==> config.mk <==
export PLATFORM = sky130hd
export DESIGN_NAME = fetch_ctrl
export DESIGN_NICKNAME = d
export VERILOG_FILES = /design/src/rtl/fetch_pkg.sv /design/src/rtl/fetch_redirect_sel.sv /design/src/rtl/fetch_ctrl.sv
export SDC_FILE = /design/constraint.sdc
export NUM_CORES = 1
export LEC_CHECK = 0
export BUFFER_PORTS_ARGS = -buffer_cell sky130_fd_sc_hd__buf_2
export CAP_MARGIN = 20
export CORE_MARGIN = 5
export CORE_UTILIZATION = 44
export DETAILED_ROUTE_END_ITERATION = 10
export PLACE_DENSITY_LB_ADDON = 0.12
export REMOVE_ABC_BUFFERS = 1
export SLEW_MARGIN = 5
export SYNTH_ARGS = -nofsm -noshare
export SYNTH_HDL_FRONTEND = slang
export SYNTH_SLANG_ARGS = --single-unit
==> constraint.sdc <==
create_clock -name clk -period 1.92 [get_ports clk]
set_clock_uncertainty 0.1 [all_clocks]
set_input_delay 0.096 -clock clk [delete_from_list [all_inputs] [get_ports clk]]
set_output_delay 0.096 -clock clk [all_outputs]
set_load 0.02 [all_outputs]
==> src/rtl/fetch_pkg.sv <==
// -----------------------------------------------------------------------------
// fetch_pkg
// Shared types and constants for the fetch-stage sequencer.
//   i1 / i32       : common scalar and word types used on every fetch port
//   fetch_state_t  : sequencer states
//   RESET_PC_DEFAULT, EXC_VEC : architectural fetch addresses
//   pc_inc()       : sequential-fetch increment (wraps modulo 2^32)
// -----------------------------------------------------------------------------
package fetch_pkg;

    typedef logic        i1;
    typedef logic [31:0] i32;

    typedef enum logic [2:0] {
        IDLE = 3'd0,
        ADDR = 3'd1,
        DATA = 3'd2,
        HOLD = 3'd3,
        DROP = 3'd4
    } fetch_state_t;

    localparam i32 RESET_PC_DEFAULT = 32'hbfc0_0000;
    localparam i32 EXC_VEC          = 32'hbfc0_0380;

    // Next sequential instruction address; the carry out is dropped on purpose.
    function automatic i32 pc_inc(input i32 pc);
        return pc + 32'd4;
    endfunction

endpackage

==> src/rtl/fetch_redirect_sel.sv <==
// -----------------------------------------------------------------------------
// fetch_redirect_sel
// Combinational priority select between exception and branch redirects.
//   i_exc_valid / i_exc_pc : exception redirect (highest priority)
//   i_br_valid  / i_br_pc  : branch-mispredict redirect
//   o_redirect             : any redirect taken this cycle
//   o_target               : address to fetch from after the redirect
// -----------------------------------------------------------------------------
module fetch_redirect_sel
    import fetch_pkg::*;
(
    input  i1  i_exc_valid,
    input  i32 i_exc_pc,
    input  i1  i_br_valid,
    input  i32 i_br_pc,
    output i1  o_redirect,
    output i32 o_target
);

    // Exception beats branch when both are asserted together.
    always_comb begin
        o_redirect = i_exc_valid | i_br_valid;
        if (i_exc_valid) begin
            o_target = i_exc_pc;
        end else begin
            o_target = i_br_pc;
        end
    end

endmodule

==> src/rtl/fetch_ctrl.sv <==
// -----------------------------------------------------------------------------
// fetch_ctrl
// Fetch-stage sequencer: owns the fetch PC, runs a one-outstanding-request
// instruction-bus handshake, absorbs redirects (also while a request is in
// flight) and hands fetched instructions to decode with valid/ready.
//   clk, reset                    : clock, synchronous active-high reset
//   exc_valid/exc_pc, br_valid/br_pc : redirect requests
//   ireq_valid/ireq_addr          : bus request
//   iresp_addr_ok/data_ok/data    : bus acceptance and response
//   f_valid/f_instr/f_instr_pc    : instruction offered to decode
//   d_ready                       : decode takes f_instr this cycle
//   F_pc/F_stall                  : load value and hold for the fetch register
// -----------------------------------------------------------------------------
module fetch_ctrl
    import fetch_pkg::*;
#(
    parameter i32 RESET_PC = RESET_PC_DEFAULT
) (
    input  i1  clk,
    input  i1  reset,
    input  i1  exc_valid,
    input  i32 exc_pc,
    input  i1  br_valid,
    input  i32 br_pc,
    output i1  ireq_valid,
    output i32 ireq_addr,
    input  i1  iresp_addr_ok,
    input  i1  iresp_data_ok,
    input  i32 iresp_data,
    output i1  f_valid,
    output i32 f_instr,
    output i32 f_instr_pc,
    input  i1  d_ready,
    output i32 F_pc,
    output i1  F_stall
);

    fetch_state_t r_state;
    i32           r_pc;
    i32           r_instr_q;
    i32           r_instr_pc_q;

    fetch_state_t w_state_nxt;
    i32           w_pc_nxt;
    i1            w_capture;
    i1            w_redirect;
    i32           w_target;
    i1            w_handoff;

    fetch_redirect_sel u_redirect_sel (
        .i_exc_valid (exc_valid),
        .i_exc_pc    (exc_pc),
        .i_br_valid  (br_valid),
        .i_br_pc     (br_pc),
        .o_redirect  (w_redirect),
        .o_target    (w_target)
    );

    // Next-state and next-PC selection.
    always_comb begin
        w_state_nxt = r_state;
        w_pc_nxt    = r_pc;
        w_capture   = 1'b0;
        case (r_state)
            IDLE: begin
                w_state_nxt = ADDR;
                if (w_redirect) begin
                    w_pc_nxt = w_target;
                end else begin
                    w_pc_nxt = r_pc;
                end
            end
            ADDR: begin
                if (w_redirect) begin
                    w_pc_nxt = w_target;
                    // An accepted request must still have its response drained.
                    if (iresp_addr_ok) begin
                        w_state_nxt = DROP;
                    end else begin
                        w_state_nxt = ADDR;
                    end
                end else if (iresp_addr_ok) begin
                    w_state_nxt = DATA;
                end else begin
                    w_state_nxt = ADDR;
                end
            end
            DATA: begin
                if (iresp_data_ok && !w_redirect) begin
                    w_capture   = 1'b1;
                    w_pc_nxt    = pc_inc(r_pc);
                    w_state_nxt = HOLD;
                end else if (w_redirect && iresp_data_ok) begin
                    // Response arrives with the redirect: nothing left to drain.
                    w_pc_nxt    = w_target;
                    w_state_nxt = ADDR;
                end else if (w_redirect) begin
                    w_pc_nxt    = w_target;
                    w_state_nxt = DROP;
                end else begin
                    w_state_nxt = DATA;
                end
            end
            DROP: begin
                if (w_redirect) begin
                    w_pc_nxt = w_target;
                end else begin
                    w_pc_nxt = r_pc;
                end
                if (iresp_data_ok) begin
                    w_state_nxt = ADDR;
                end else begin
                    w_state_nxt = DROP;
                end
            end
            HOLD: begin
                if (w_redirect) begin
                    w_pc_nxt    = w_target;
                    w_state_nxt = ADDR;
                end else if (d_ready) begin
                    w_state_nxt = ADDR;
                end else begin
                    w_state_nxt = HOLD;
                end
            end
            default: begin
                w_state_nxt = IDLE;
                w_pc_nxt    = r_pc;
            end
        endcase
    end

    // Bus, decode and fetch-register outputs decoded from the current state.
    always_comb begin
        ireq_valid = 1'b0;
        ireq_addr  = 32'h0000_0000;
        if (r_state == ADDR) begin
            ireq_valid = 1'b1;
            ireq_addr  = r_pc;
        end else begin
            ireq_valid = 1'b0;
            ireq_addr  = 32'h0000_0000;
        end
        // A redirect retracts the offer so decode never takes a squashed word.
        w_handoff  = (r_state == HOLD) & d_ready & ~w_redirect;
        f_valid    = (r_state == HOLD) & ~w_redirect;
        f_instr    = r_instr_q;
        f_instr_pc = r_instr_pc_q;
        F_pc       = r_instr_pc_q;
        F_stall    = ~w_handoff;
    end

    // State, PC and held-instruction registers.
    always_ff @(posedge clk) begin
        if (reset) begin
            r_state      <= IDLE;
            r_pc         <= RESET_PC;
            r_instr_q    <= 32'h0000_0000;
            r_instr_pc_q <= 32'h0000_0000;
        end else begin
            r_state <= w_state_nxt;
            r_pc    <= w_pc_nxt;
            if (w_capture) begin
                r_instr_q    <= iresp_data;
                r_instr_pc_q <= r_pc;
            end else begin
                r_instr_q    <= r_instr_q;
                r_instr_pc_q <= r_instr_pc_q;
            end
        end
    end

endmodule

After elaboration in Yosys (flattened, before gate mapping)
Index checks and enable logic that the tools add are counted.
W data, S select, Z words.
{"block": "classes", "reduce_logical": 6, "muxes": 19, "addsub": 1, "bitwise": 6, "n_eq_ne": 4}
{"operator": "$mux W32", "count": 5}
{"operator": "$pmux W32 S2", "count": 1}
{"operator": "$add A32 B3 Y32 const B", "count": 1}
{"operator": "$mux W3", "count": 6}
{"operator": "$pmux W3 S5", "count": 1}
{"operator": "$eq A3 B2 Y1 const B", "count": 2}
{"operator": "$mux W2", "count": 3}
{"operator": "$reduce_or A4 Y1", "count": 1}
{"operator": "$and A1 B1 Y1", "count": 3}
{"operator": "$eq A3 B1 Y1 const B", "count": 1}
{"operator": "$eq A3 B3 Y1 const B", "count": 1}
{"operator": "$logic_not A3 Y1", "count": 1}
{"operator": "$mux W1", "count": 3}
{"operator": "$logic_and A1 B1 Y1", "count": 2}
{"operator": "$not A1 Y1", "count": 2}
{"operator": "$reduce_bool A2 Y1", "count": 1}
{"operator": "$logic_not A1 Y1", "count": 1}
{"operator": "$or A1 B1 Y1", "count": 1}
{"block": "word_totals", "elab_cells": 40, "ff_bits": 99, "out_inout_bits": 131}

Logic depth before layout (Yosys ltp)
Gate-level depths: netlist (run 1).
{"block": "depth", "depth_word": 5, "ltp_mapped": 8, "mapped_depth_nobuf": 6}

Hierarchy
Synthesis (run 1) repeated with hierarchy kept, for this count alone.
{"block": "hier_totals", "cells_unflattened": 677, "hier_area_um2": 5514.0}
{"mod": "fetch_ctrl", "seq_area_each_um2": 1981.9, "n_inst": 1, "area_each_um2": 4967.3, "cells_each": 640}
{"mod": "fetch_redirect_sel", "seq_area_each_um2": 0.0, "n_inst": 1, "area_each_um2": 546.8, "cells_each": 37}

Least setup slack after synthesis (run 1)
Ideal clock, no wire load.
{"block": "synth_path", "path_kind": "register to register", "startpoint": "register r_pc[2]", "endpoint": "register r_pc[20]", "setup_time_ns": 0.086, "period_less_slack_ns": 1.874, "path_stages_with_launch": 7, "slack_ns": 0.046, "required_ns": 1.734, "path_buffers": 0, "t_arrival_ns": 1.688, "cell_sequence": "dfxtp_1 ha_1 nand4_2 nor4_4 a21oi_1 or3_1 a221oi_2"}
{"block": "synth_via", "elab_chain_cells": 3}
{"element": "from (decl)", "line": "fetch_ctrl.sv:39", "text": "i32 r_pc;"}
{"element": "from (signal assigned)", "line": "fetch_ctrl.sv:162", "text": "r_pc <= w_pc_nxt;"}
{"element": "$add A32 B3 Y32", "line": "fetch_pkg.sv:27", "text": "return pc + 32'd4;"}
{"element": "$mux W32", "line": "fetch_ctrl.sv:89", "text": "if (iresp_data_ok && !w_redirect) begin"}
{"element": "$pmux W32 S2", "line": "fetch_ctrl.sv:64", "text": "case (r_state)"}
No other way between the ends.
A chain may end at the register's enable or synchronous reset.

Worst setup path after layout (run 1)
Ends and elaborated chain as after synthesis.

==> flow_summary_export.csv, run 1 <==
group,metric,value,unit
layout,finalNonFillerCells,1144,
place,io_buffer_count,233,
logic_synthesis,ys_types,70,
timing,fin_crit_sh,0.989,
clock_tree,clk_path_buf_depth,2,
worst_setup_path,cp.arrival,2.05,ns
route,vias,5986,
power_and_ir_drop,fin_total_pwr,4.80,mW
timing,tightest_slew,0.600,ns
place,place_congestion,0.912,
timing,setup_viol,0,
worst_setup_path,startpoint_type,"flop",
logic_synthesis,netlist_area,5460,um2
job,cap_violations,0,
route,dr.pass1.iters,7,
logic_synthesis,yosys_warnings,0,
route,remaining_drc_errors,0,
worst_setup_path,slowest_delay,0.36,ns
clock_tree,path_clk_slew,0.07,ns
global_route,grtUsageTotal,0.239,
route,wl_met2,8700,um
timing,hold_viol,0,
route,wl,18400,um
die,dieHeight,121,um
global_route,antenna_found_initial,0,
route,avgViaCountPerCell,5.23,
die,num_rows,40,
logic_synthesis,async_flop_share,0,
route,drt_first_iter_violations,352,
power_and_ir_drop,powerDensity,630,nW/um2
place,place_hpwl,13200,um
place,dp.cells,1085,
route,maxUsedRoutingLayer,"met4",
worst_setup_path,rrSetupSlack,0.02,ns
power_and_ir_drop,ir_drop,0.341,mV
worst_setup_path,cp_slowest_cell,"dfxtp_2",
worst_setup_path,cp.buffers_inverters,1,
timing,slew_headroom,0.600,
worst_setup_path,worstSetupPathType,"flop to flop",
global_route,grt_pass1_wl,28500,um
layout,syn_to_final_growth,39.6,%
die,die_area,14700,um2
global_route,grt_pass1_vias,5658,
logic_synthesis,synth_area_per_cell,7.58,um2
route,wl_met1,7980,um
layout,final_nets,1075,
power_and_ir_drop,leakagePower,3.49,nW
clock_tree,numCtsBuffers,9,
clock_tree,cts_max_level,3,
clock_tree,clock_sinks,99,
worst_setup_path,endpoint_kind,"flop",
worst_hold_path,hold_path.class,"input port to flop",
logic_synthesis,synth_enable_flop_cells,0,
die,core_area,12100,um2
global_route,grt_max_degree,55,
route,ant_nets,0,
worst_setup_path,crit_required,2.08,ns
die,floorplan.initialDensity,0.451,
worst_setup_path,critPathMaxFanout,5,
status,outcome,"finished clean",
timing,rsz0062_at_grt,"true",
die,die_w,121,um
worst_setup_path,path_cells,"ha_4, nand4_4, nor4_4, buf_4, a21oi_2, or3_1, a221oi_2",
logic_synthesis,ys_seq_area_frac,0.363,
clock_tree,insertion_delay,0.35,ns
layout,drive_gt1_frac,0.363,
timing,drv_slew,0,
global_route,overflow,0,
layout,num_antenna_cells,0,
worst_setup_path,cpLargestDelayFamily,"simple AND/OR/NAND/NOR gates",
logic_synthesis,ys.flop_type,"dfxtp_1",
timing,period_needed,1.90,ns
clock_tree,cts_tree,"yes",
logic_synthesis,ys_ff_latch,99,
route,post_drt_wl_per_cell,16.0,um
route,dr_wl_met3,1340,um
die,pin_count,234,
logic_synthesis,netlist_instances,720,
clock_tree,cts_root_buf,"clkbuf_16",
timing,max_freq,527,MHz
-- what timing repair did --
action,CTS,global route
gates resized for setup,6,17
endpoints found under the setup margin,17,36
setup buffers,0,3
endpoints found under the hold margin,37,0
pin swaps,1,1
gates cloned,0,1
hold buffers,39,0
-- worst paths after layout --
kind / start / endpoint / cells past startpoint
max: r_pc[2] / r_pc[20] / 7
min: br_pc[1] / r_pc[1] / 3
max reg2reg: r_pc[2] / r_pc[20] / 7
min reg2reg: f_instr[15] / f_instr[15] / 2
-- Yosys cell counts (18+ instances only) --
library cell	count	share of area
buf_2	25	0.023
mux2i_1	18	0.033
nand2_1	176	0.12
a21oi_1	95	0.087
buf_4	35	0.048
nor2_1	21	0.014
clkbuf_1	28	0.019
o21ai_0	23	0.021
nand3_1	19	0.017
dfxtp_1	99	0.36
and2_1	34	0.039
-- placed cells by master, fill, tap and decap left out, drive strengths merged, types with 6 or more instances in the layout --
master	n
nand4	13
a21oi	95
o21ai	29
clkbuf	9
nor2	23
and2	36
nand3	20
inv	9
dlygate4sd3	39
dfxtp	99
mux2i	18
mux2	8
buf	295
nor3	9
o22ai	8
nand2	177
a211oi	11
a22oi	6
-- report_power, final --
group,internal [mW],switching [mW]
Sequential,2.11,0.0678
Combinational,0.416,0.442
Clock,0.903,0.858
Total,3.43,1.37
-- cells by family (layout without fill, tap and decap cells) --
logic type	count (synthesis)	count (layout)	synth area share
compound gates	191	191	0.215
xor+xnor	1	1	0.00160
fa+ha+maj	1	1	0.00229
buf+inv	100	356	0.103
flops	99	99	0.363
mux	26	26	0.0502
simple gates	302	302	0.265
-- cell type report --
type | instances | area, um2
fillers | 1125 | 4490
multi-input cells | 521 | 2990
repair buffers | 334 | 2130
flip-flops and latches | 99 | 1980
clock buffers | 9 | 225
well taps | 168 | 210
clock inverters | 7 | 60.1
inverters | 6 | 22.5
-- per-layer routing --
layer / track usage / vias up
met5: 0 / -
met4: 0.0742 / 0
met3: 0.0373 / 30
met2: 0.401 / 231
met1: 0.316 / 2756
li1: - / 2969
-- through the flow --
stage / worst slack [ns] / hold slack (ns) / TNS (ns) / cell area (um2) / util
global route: -0.0390 / 0.0399 / -0.574 / 7620 / 0.629
CTS: -0.0250 / 0.00881 / -0.0464 / 7530 / 0.622
finish: 0.0216 / 0.0202 / 0 / 7620 / 0.629
global placement: 0.0148 / 0.237 / 0 / 6830 / 0.564
floorplan: -1.14 / 0.0606 / -53.01 / 4920 / -
detailed placement: -0.0806 / 0.244 / -0.303 / 6830 / 0.564
-- worst min-delay path, delay by kind of cell --
kind	cells	cell delay (ns)
buf+inv	1	0.10
mux	1	0.14
compound gates	1	0.09
-- registers in the layout (all words and copies together) (netlist names) --
| signal | flops |
|---|---|
| f_instr | 32 |
| F_pc | 32 |
| r_state | 3 |
| r_pc | 32 |
(Power assumes the default switching activity.)
==> run 2: changes to the inputs <==
--- a/config.mk
+++ b/config.mk
@@ -5,6 +5,7 @@
 export SDC_FILE = /design/constraint.sdc
 export NUM_CORES = 1
 export LEC_CHECK = 0
+export ABC_AREA = 1
 export BUFFER_PORTS_ARGS = -buffer_cell sky130_fd_sc_hd__buf_2
 export CAP_MARGIN = 20
 export CORE_MARGIN = 5
==> run 2 against run 1 <==
  * Synthesized area rose by 0.25%
  * Wire length fell by 1.2%
  * Non-clock buffer count fell by 35
  * Synthesized cell count rose by 16%
  * Clock-buffer cell count rose by 1
  * Global-route usage rose by 0.080 points
  * Clock power rose by 9%
  * Power rose by 5.4%
  * Fmax rose by 7.9%
  * Critical path type is now flop to output pin
==> flow_summary_export.csv, run 2 <==
group,metric,value,unit
logic_synthesis,ys_types,32,
timing,timing.final.ws_setup,0.161,ns
logic_synthesis,netlist_area,5470,um2
timing,tightest_slew,0.505,ns
route,avgViaCountPerCell,4.94,
power_and_ir_drop,fin_total_pwr,5.06,mW
global_route,grtUsageTotal,0.240,
logic_synthesis,ys_seq_area_frac,0.362,
timing,setup_viol,0,
timing,period_needed,1.76,ns
power_and_ir_drop,clkPwrFrac,0.378,
timing,max_freq,568,MHz
power_and_ir_drop,internal-power,3.56,mW
global_route,grt_use_met3,0.0359,
logic_synthesis,synth.most_common_cell,"nand2_1",
die,die_w,122,um
layout,n_fill_cell,1231,
power_and_ir_drop,switching_share,0.296,
clock_tree,postCtsSetupBuffers,0,
global_route,met1_usage,0.319,
power_and_ir_drop,powerDensity,687,nW/um2
worst_setup_path,worstSetupPathType,"flop to output pin",
clock_tree,clock_sinks,99,
die,pin_count,234,
worst_setup_path,rrSetupSlack,0.20,ns
clock_tree,path_clk_slew,0.07,ns
layout,syn_to_final_growth,34.6,%
route,wl,18100,um
timing,hold_viol,0,
worst_hold_path,hold_path.class,"input port to flop",
layout,finalNonFillerCells,1247,
logic_synthesis,yosys_warnings,0,
route,dr.pass1.iters,5,
route,vias,6163,
global_route,busiest_layer,"met2",
job,cap_violations,0,
logic_synthesis,ys_ff_latch,99,
place,io_buffer_count,233,
layout,mostFrequentLayoutCell,"buf_2",
global_route,grt_max_degree,45,
layout,ff_latch_area,1980,um2
timing,holdWs,0.0152,ns
logic_synthesis,yosys.area.top_type,"dfxtp_1",
die,floorplan.initialDensity,0.452,
power_and_ir_drop,pwr-share-seq,0.437,
clock_tree,numCtsBuffers,9,
place,place_hpwl,13000,um
logic_synthesis,async_flop_share,0,
power_and_ir_drop,leakagePower,3.72,nW
global_route,antenna_found_initial,0,
logic_synthesis,ys_top_cells_by_area,"dfxtp_1, nand2_1, nor2_1",
global_route,grt_pass1_wl,28600,um
layout,final_cell_mix,"buf_2, nand2_1, nor2_1",
route,drt_first_iter_violations,435,
clock_tree,cts_root_buf,"clkbuf_16",
place,place_congestion,0.906,
die,core_area,12100,um2
worst_setup_path,startpoint_type,"flop",
clock_tree,insertion_delay,0.35,ns
clock_tree,clk_path_buf_depth,2,
power_and_ir_drop,ir_drop,0.334,mV
layout,multiInputGateArea,2780,um2
layout,drive_gt1_frac,0.286,
route,remaining_drc_errors,0,
timing,slew_headroom,0.663,
timing,fin_crit_sh,0.916,
timing,rsz0062_at_grt,"false",
worst_setup_path,endpoint_kind,"output pin",
timing,drv_slew,0,
status,outcome,"finished clean",
logic_synthesis,synth_enable_flop_cells,0,
route,post_drt_wl_per_cell,14.5,um
logic_synthesis,synth_area_per_cell,6.56,um2
worst_setup_path,crit_required,1.72,ns
power_and_ir_drop,comb_power_share,0.185,
logic_synthesis,ys.flop_type,"dfxtp_1",
layout,final_nets,1177,
global_route,grtUsageMet2,0.398,
logic_synthesis,synth_top_area_frac,0.362,
global_route,overflow,0,
worst_setup_path,cp.arrival,1.56,ns
die,die_area,14800,um2
clock_tree,cts_max_level,3,
place,dp_worst_setup_slack,0.193,ns
worst_setup_path,critPathMaxFanout,32,
die,dieHeight,122,um
route,ant_nets,0,
logic_synthesis,synth.cells.most_frequent,"nand2_1, nor2_1, dfxtp_1, o21ai_0, inv_1",
power_and_ir_drop,switching_power,1.50,mW
clock_tree,cts_tree,"yes",
die,num_rows,40,
place,dp.cells,1189,
logic_synthesis,netlist_instances,834,
global_route,grt_pass1_vias,5833,
timing,fin_tns_setup,0,ns
## run 2: cells by family after synthesis
family                   after synthesis  share of synthesized area
AND/OR/NAND/NOR                      389                      0.293
buffers and inverters                139                      0.131
adder cells (fa/ha/maj)                1                    0.00229
XOR/XNOR                               2                    0.00320
AO/OA/AOI/OAI                        204                      0.208
flip-flops                            99                      0.362
## run 2: repair_timing
action | in CTS | in global routing
hold buffers | 41 | 0
endpoints found under the setup margin | 0 | 36
endpoints found under the hold margin | 39 | 0
gates resized for setup | 0 | 6
## run 2: worst paths after layout
path,from,end,cells past startpoint
max reg2reg,r_pc[2],r_pc[28],10
min reg2reg,r_pc[0],F_pc[0],2
max,r_state[2],ireq_addr[5],7
min,br_pc[31],r_pc[31],5
## run 2: routing by layer
metal  share of wire  wire [um]
met1            0.43       7890
met2            0.47       8570
met3           0.068       1240
met4           0.024        442
met5               0          0
## run 2: layout make-up
cell class                 count  area share
multi-input combinational    596       0.378
sequential                    99       0.269
timing repair buffer         299       0.247
inverter                      68      0.0347
clock buffer                  10      0.0324
tap                          168      0.0285
clock inverter                 6     0.00985
antenna                        1    0.000340
## run 2: worst max-delay path, cell delays in order (launching register included)
cell and delay (ns):
dfxtp_1 0.33, inv_2 0.10, nand2_1 0.12, nor2_2 0.11
inv_1 0.06, buf_6 0.17, nor2_1 0.11, buf_2 0.17
## run 2: per-stage QoR
step	cell area [um2]	utilization
global placement	6630	0.547
global route	7360	0.608
detailed placement	6630	0.547
floorplan	5010	-
CTS	7350	0.607
finish	7370	0.608
## run 2: power by group through the flow
stage / sequential [mW] / clock (mW) / combinational [mW]
2_1_floorplan: 2.25 / 0 / 0.485
3_3_place_gp: 2.25 / 0 / 0.867
3_5_place_dp: 2.25 / 0 / 0.864
4_1_cts: 2.21 / 1.95 / 0.934
5_1_grt: 2.22 / 2.02 / 1.05
6_report: 2.21 / 1.91 / 0.936
